## src/rtl/cus19_dmem_pkg.sv

```systemverilog
// Shared types for the data-memory arbiter: FSM states, requester ids and
// the lock-counter width helper.
package cus19_dmem_pkg;

  typedef enum logic {
    ARB  = 1'b0,
    LOCK = 1'b1
  } state_t;

  typedef enum logic {
    CPU = 1'b0,
    CRY = 1'b1
  } req_id_t;

  localparam int LOCK_MAX_DEFAULT = 8;

  function automatic int lock_cnt_w(input int lock_max);
    return (lock_max < 1) ? 1 : $clog2(lock_max + 1);
  endfunction

  localparam int LOCK_CNT_W_DEFAULT = lock_cnt_w(LOCK_MAX_DEFAULT);

endpackage

```

## src/rtl/cus19_rr_arb2.sv

```systemverilog
// Two-way round-robin pick: on a tie the requester that was not granted
// last wins; a single requester is always granted.
module cus19_rr_arb2
  import cus19_dmem_pkg::*;
(
  input  logic [1:0] req,
  input  req_id_t    last_gnt,
  output logic [1:0] gnt
);

  always_comb begin
    gnt = 2'b00;
    if (req == 2'b11) begin
      gnt = (last_gnt == CPU) ? 2'b10 : 2'b01;
    end else begin
      gnt = req;
    end
  end

endmodule

```

## src/rtl/cus19_dmem_arbiter.sv

```systemverilog
// Shares the single data-memory port between the CPU and the crypto data
// mover, with a bounded crypto lock and one-cycle read-data return routing.
//
// state | meaning
// ARB   | round-robin between CPU and crypto
// LOCK  | crypto owns the memory; CPU admitted once lock_cnt reaches Lock_Max
module cus19_dmem_arbiter
  import cus19_dmem_pkg::*;
#(
  parameter int Mem_Addr_Width = 11,
  parameter int Data_Width     = 19,
  parameter int Lock_Max       = LOCK_MAX_DEFAULT
) (
  input  logic                      clk_in,
  input  logic                      rst_in,
  input  logic                      cpu_req_in,
  input  logic                      cpu_we_in,
  input  logic [Mem_Addr_Width-1:0] cpu_addr_in,
  input  logic [Data_Width-1:0]     cpu_wdata_in,
  output logic                      cpu_gnt_out,
  output logic                      cpu_rvalid_out,
  output logic [Data_Width-1:0]     cpu_rdata_out,
  input  logic                      cry_req_in,
  input  logic                      cry_we_in,
  input  logic [Mem_Addr_Width-1:0] cry_addr_in,
  input  logic [Data_Width-1:0]     cry_wdata_in,
  input  logic                      cry_lock_in,
  output logic                      cry_gnt_out,
  output logic                      cry_rvalid_out,
  output logic [Data_Width-1:0]     cry_rdata_out,
  output logic                      mem_rd_out,
  output logic [Mem_Addr_Width-1:0] rd_addr_out,
  output logic                      mem_wr_out,
  output logic [Mem_Addr_Width-1:0] wr_addr_out,
  output logic [Data_Width-1:0]     wr_data_out,
  input  logic [Data_Width-1:0]     rd_data_in
);

  localparam int CntW = lock_cnt_w(Lock_Max);
  localparam logic [CntW-1:0] CntMax = CntW'(Lock_Max);

  state_t                  state_q, state_d;
  req_id_t                 last_q, last_d;
  req_id_t                 owner_q, owner_d;
  logic                    pend_q, pend_d;
  logic [CntW-1:0]         cnt_q, cnt_d;
  logic [1:0]              rr_gnt;
  logic [1:0]              gnt;
  logic                    any_gnt;
  logic                    we_sel;
  logic [Mem_Addr_Width-1:0] addr_sel;
  logic [Data_Width-1:0]   wdata_sel;

  cus19_rr_arb2 u_rr (
    .req      ({cry_req_in, cpu_req_in}),
    .last_gnt (last_q),
    .gnt      (rr_gnt)
  );

  always_ff @(posedge clk_in) begin
    if (rst_in) begin
      state_q <= ARB;
      last_q  <= CRY;
      owner_q <= CPU;
      pend_q  <= 1'b0;
      cnt_q   <= '0;
    end else begin
      state_q <= state_d;
      last_q  <= last_d;
      owner_q <= owner_d;
      pend_q  <= pend_d;
      cnt_q   <= cnt_d;
    end
  end

  always_comb begin
    state_d = state_q;
    last_d  = last_q;
    cnt_d   = cnt_q;
    gnt     = 2'b00;
    unique case (state_q)
      ARB: begin
        gnt = rr_gnt;
        if (rr_gnt[CRY] && cry_lock_in) begin
          state_d = LOCK;
          cnt_d   = CntW'(1);
        end
      end
      LOCK: begin
        if (cpu_req_in && (cnt_q == CntMax)) begin
          gnt     = 2'b01;
          state_d = ARB;
          cnt_d   = '0;
        end else if (!cry_lock_in || !cry_req_in) begin
          // Releasing the lock still arbitrates normally this cycle.
          gnt     = rr_gnt;
          state_d = ARB;
          cnt_d   = '0;
        end else begin
          gnt = 2'b10;
          if (cpu_req_in) cnt_d = cnt_q + CntW'(1);
        end
      end
      default: begin
        state_d = ARB;
      end
    endcase
    if (rst_in) gnt = 2'b00;
    if (gnt[CPU])      last_d = CPU;
    else if (gnt[CRY]) last_d = CRY;
  end

  assign any_gnt   = |gnt;
  assign we_sel    = gnt[CRY] ? cry_we_in    : cpu_we_in;
  assign addr_sel  = gnt[CRY] ? cry_addr_in  : cpu_addr_in;
  assign wdata_sel = gnt[CRY] ? cry_wdata_in : cpu_wdata_in;

  assign pend_d  = any_gnt & ~we_sel;
  assign owner_d = gnt[CRY] ? CRY : CPU;

  assign cpu_gnt_out = gnt[CPU];
  assign cry_gnt_out = gnt[CRY];

  assign mem_wr_out  = any_gnt & we_sel;
  assign mem_rd_out  = any_gnt & ~we_sel;
  assign wr_addr_out = mem_wr_out ? addr_sel  : '0;
  assign wr_data_out = mem_wr_out ? wdata_sel : '0;
  assign rd_addr_out = mem_rd_out ? addr_sel  : '0;

  // A read in flight when reset arrives is dropped immediately.
  assign cpu_rvalid_out = pend_q & (owner_q == CPU) & ~rst_in;
  assign cry_rvalid_out = pend_q & (owner_q == CRY) & ~rst_in;
  assign cpu_rdata_out  = cpu_rvalid_out ? rd_data_in : '0;
  assign cry_rdata_out  = cry_rvalid_out ? rd_data_in : '0;

endmodule

```

## config.mk

```make
export PLATFORM = sky130hd
export DESIGN_NAME = cus19_dmem_arbiter
export DESIGN_NICKNAME = d
export VERILOG_FILES = /design/src/rtl/cus19_dmem_pkg.sv /design/src/rtl/cus19_rr_arb2.sv /design/src/rtl/cus19_dmem_arbiter.sv
export SDC_FILE = /design/constraint.sdc
export NUM_CORES = 1
export LEC_CHECK = 0
export ABC_AREA = 1
export CAP_MARGIN = 5
export CORE_ASPECT_RATIO = 0.7
export CORE_UTILIZATION = 40
export DETAILED_ROUTE_END_ITERATION = 6
export DONT_BUFFER_PORTS = 1
export HOLD_SLACK_MARGIN = 0.15
export PLACE_DENSITY = 0.61
export SLEW_MARGIN = 20
export SYNTH_ARGS = -nofsm -noshare
export SYNTH_HDL_FRONTEND = slang
export SYNTH_SLANG_ARGS = --single-unit
```

## constraint.sdc

```tcl
create_clock -name clk_in -period 3.72 [get_ports clk_in]
set_input_delay 0.558 -clock clk_in [delete_from_list [all_inputs] [get_ports clk_in]]
set_output_delay 0.558 -clock clk_in [all_outputs]
set_load 0.01 [all_outputs]
```

==> summary.md <==
| Metric | Value |
|---|---|
| Clk_skew | slightly below 0.7 ps |
| Synth Instances | a little under 300 |
| ANT nets after route | 0 |
| CP arrival | ~2400 ps |
| Final TNS setup | 0 ps |
| Synth Cell Area | 1500 um^2 |
| Critical path startpoint category | flop |
| Top cell type's share of synthesized area | a little under a fifth |
| Die ar. | roughly 4000 um^2 |
| CP max FO | 46 |
| Die width | between 70 and 80 um |
| Die Ht | between 50 and 60 um |
| Ratio of cells with drive above 1 in the final layout | roughly a tenth |
| Worst slew margin | between 60 and 70% |
| Register area share after synthesis | 10.7% |
| P_leak | 0.000936 uW |
| Boundary Pins | roughly 170 |
| DP HPWL | 3.19 mm |
| Largest delay share family, worst path | simple AND/OR/NAND/NOR gates |
| Slowest cell on crit path | dfxtp_1 |
| IO Port Bufs | 0 |
| Clk slew on worst S/H paths | 40 ps |
| CP endpoint kind | output pin |
| CTS resizes | 0 |
| RD Place Congestion | 0.843 |
| TritonCTS sink count | 8 |
| H-tree depth | 1 |
| Clock Path Buffers | 2 |
| Fmax | 337 MHz |
| Async SR Flop Fraction | 0% |
| Origin of the worst setup path | cnt_q[0] |
| Worst hold path type | in -> reg |
| Critical path class | reg -> out |
| Hold_ws | roughly 400 ps |
| Ys flop type | dfxtp_1 |
| Buffers and inverters on the worst path | 2 |
| Synth area leaders | nor2_1, inv_1, nand2_1 |
| Leading area contributor after synthesis | nor2_1 |
| Fin. Hold Viols | 0 |
| Initial antenna violation count | 0 |
| Nets@finish | 375 |
| Final Total Pwr | between 300 and 400 uW |
| DRC viols | 0 |
| Max incr delay on CP | 340 ps |
| Synth Area per Inst | approximately 5 um^2 |
| Power per cell area | 233 nW/um^2 |
| Hold_buf cts | 0 |
| Final setup vio count | 0 |
| Total grt overflow | 0 |
| Post-CTS setup buffer count | 0 |
| Vias in the first global route | 1166 |
| Vias | between 1500 and 2000 |
| Vias/cell | about 4.8 |
| Worst-path cell chain | inv_1, ha_1, nand2_1, inv_2, nand2_2, nand3_4, nand2_4, nand2_8, nand2_4, nand3_4, nor2_1 |
| Outcome | finished clean |
| Post-synth cell types | 27 |
| Routed len/inst | roughly 12 um |
| DRT Pass-1 Iters | 4 |
| Worst r2r src | cnt_q[0] |
| Initial core utilization | a little over two fifths |
| EDFF count, synth | 0 |
| Period minus WS final | 2970 ps |
| FF+latch count, synth | 8 |
| Worst Path Required | 3160 ps |
| Initial drt markers | 37 |
| Row Count | 18 |
| Core Region | 3560 um^2 |
| Hold path start | rst_in |
| All-Layer GR Usage | between 15 and 20% |
| Largest net degree at the start of global routing | 47 |
| Placed insts | ~330 |
| Max-slew violation count | 0 |
| Actual slew at the worst max-slew pin | 538 ps |
| Unrepaired setup endpoints after global routing | no |
| CTS buffer count | 3 |
| Clk Latency, worst-skew pair | 220 ps |
| Max VDD drop | around 0.14 mV |
| Routed WL | a little under 4 mm |
| Synth warn | 0 |
| Layout area overhead | -0.250% |
| ANT cells | 0 |
| Syn nets | roughly 380 |
| TritonCTS clock tree | yes |
| Global-route wire length before repair | approximately 5.2 mm |
| Top-count cell post-synth | nor2_1 |
| Period utilization | around four fifths |
| Root Buffer | clkbuf_8 |
| Finished Layout Cells | around 340 |
| Max Cap Viol | 0 |
| Most frequent cells after synthesis | nor2_1, inv_1, nand2_1, nand3_1, nor2_2 |
cell type report:
class,count,area [um^2]
Sequential cell,8,160
Fill cell,404,2060
Clock buffer,3,41.3
Tap cell,50,62.6
Inverter,70,265
Multi-Input combinational cell,204,968
sequential cells by signal, indices dropped and copies added (netlist names):
register,count
cnt_q,4
owner_q,1
pend_q,1
last_q,1
state_q,1
worst paths after layout:
path                                        end  slack (ps)  cells past startpoint
worst max-delay path            wr_data_out[18]         750                     11
worst min-delay path                    state_q         400                      1
worst max register to register           pend_q        1860                     11
worst min register to register           last_q         500                      2
kinds of logic (layout without fill, tap and decap cells):
group,Yosys count,in the layout,share of synthesized area (%)
XOR/XNOR,1,1,0.583
AND/OR/NAND/NOR,181,181,55.1
AO/OA/AOI/OAI,20,20,7.17
flip-flops,8,8,10.7
adder cells (fa/ha/maj),2,2,1.67
buffers and inverters,84,73,24.8
per-stage QoR:
stage	instance area, um^2	utilization (%)	setup slack, ps
after detailed placement	1460	40.9	953
after floorplan	1500	-	1640
after CTS	1500	42.1	717
final	1500	42.1	753
after global placement	1460	40.9	1030
after global routing	1500	42.1	457
power breakdown:
group / internal, uW / leakage [uW] / switching, uW
Sequential: 91.4 / 0.0000656 / 3.56
Combinational: 39.4 / 0.000849 / 114
Clock: 69.9 / 0.0000216 / 31.8
Total: 201 / 0.000936 / 149
routing by layer:
layer	vias up	GRT usage (%)	wire (um)
met3	2	2.29	313
met2	82	33.8	1990
li1	841	-	-
met1	673	19.0	1590
met4	0	3.70	18
met5	-	0	0
cell usage in the layout (no fill, tap or decap), drive strengths merged:
cell type | synthesis | routed
a21oi | 4 | 4
dfxtp | 8 | 8
nand3 | 27 | 27
ha | 2 | 2
nand2 | 65 | 65
inv | 70 | 70
clkbuf | 1 | 3
nor3 | 4 | 4
nor2 | 85 | 85
xor2 | 1 | 1
o21ai | 14 | 14
a31oi | 1 | 1
o31ai | 1 | 1
Power figures use the tool's default switching activity.
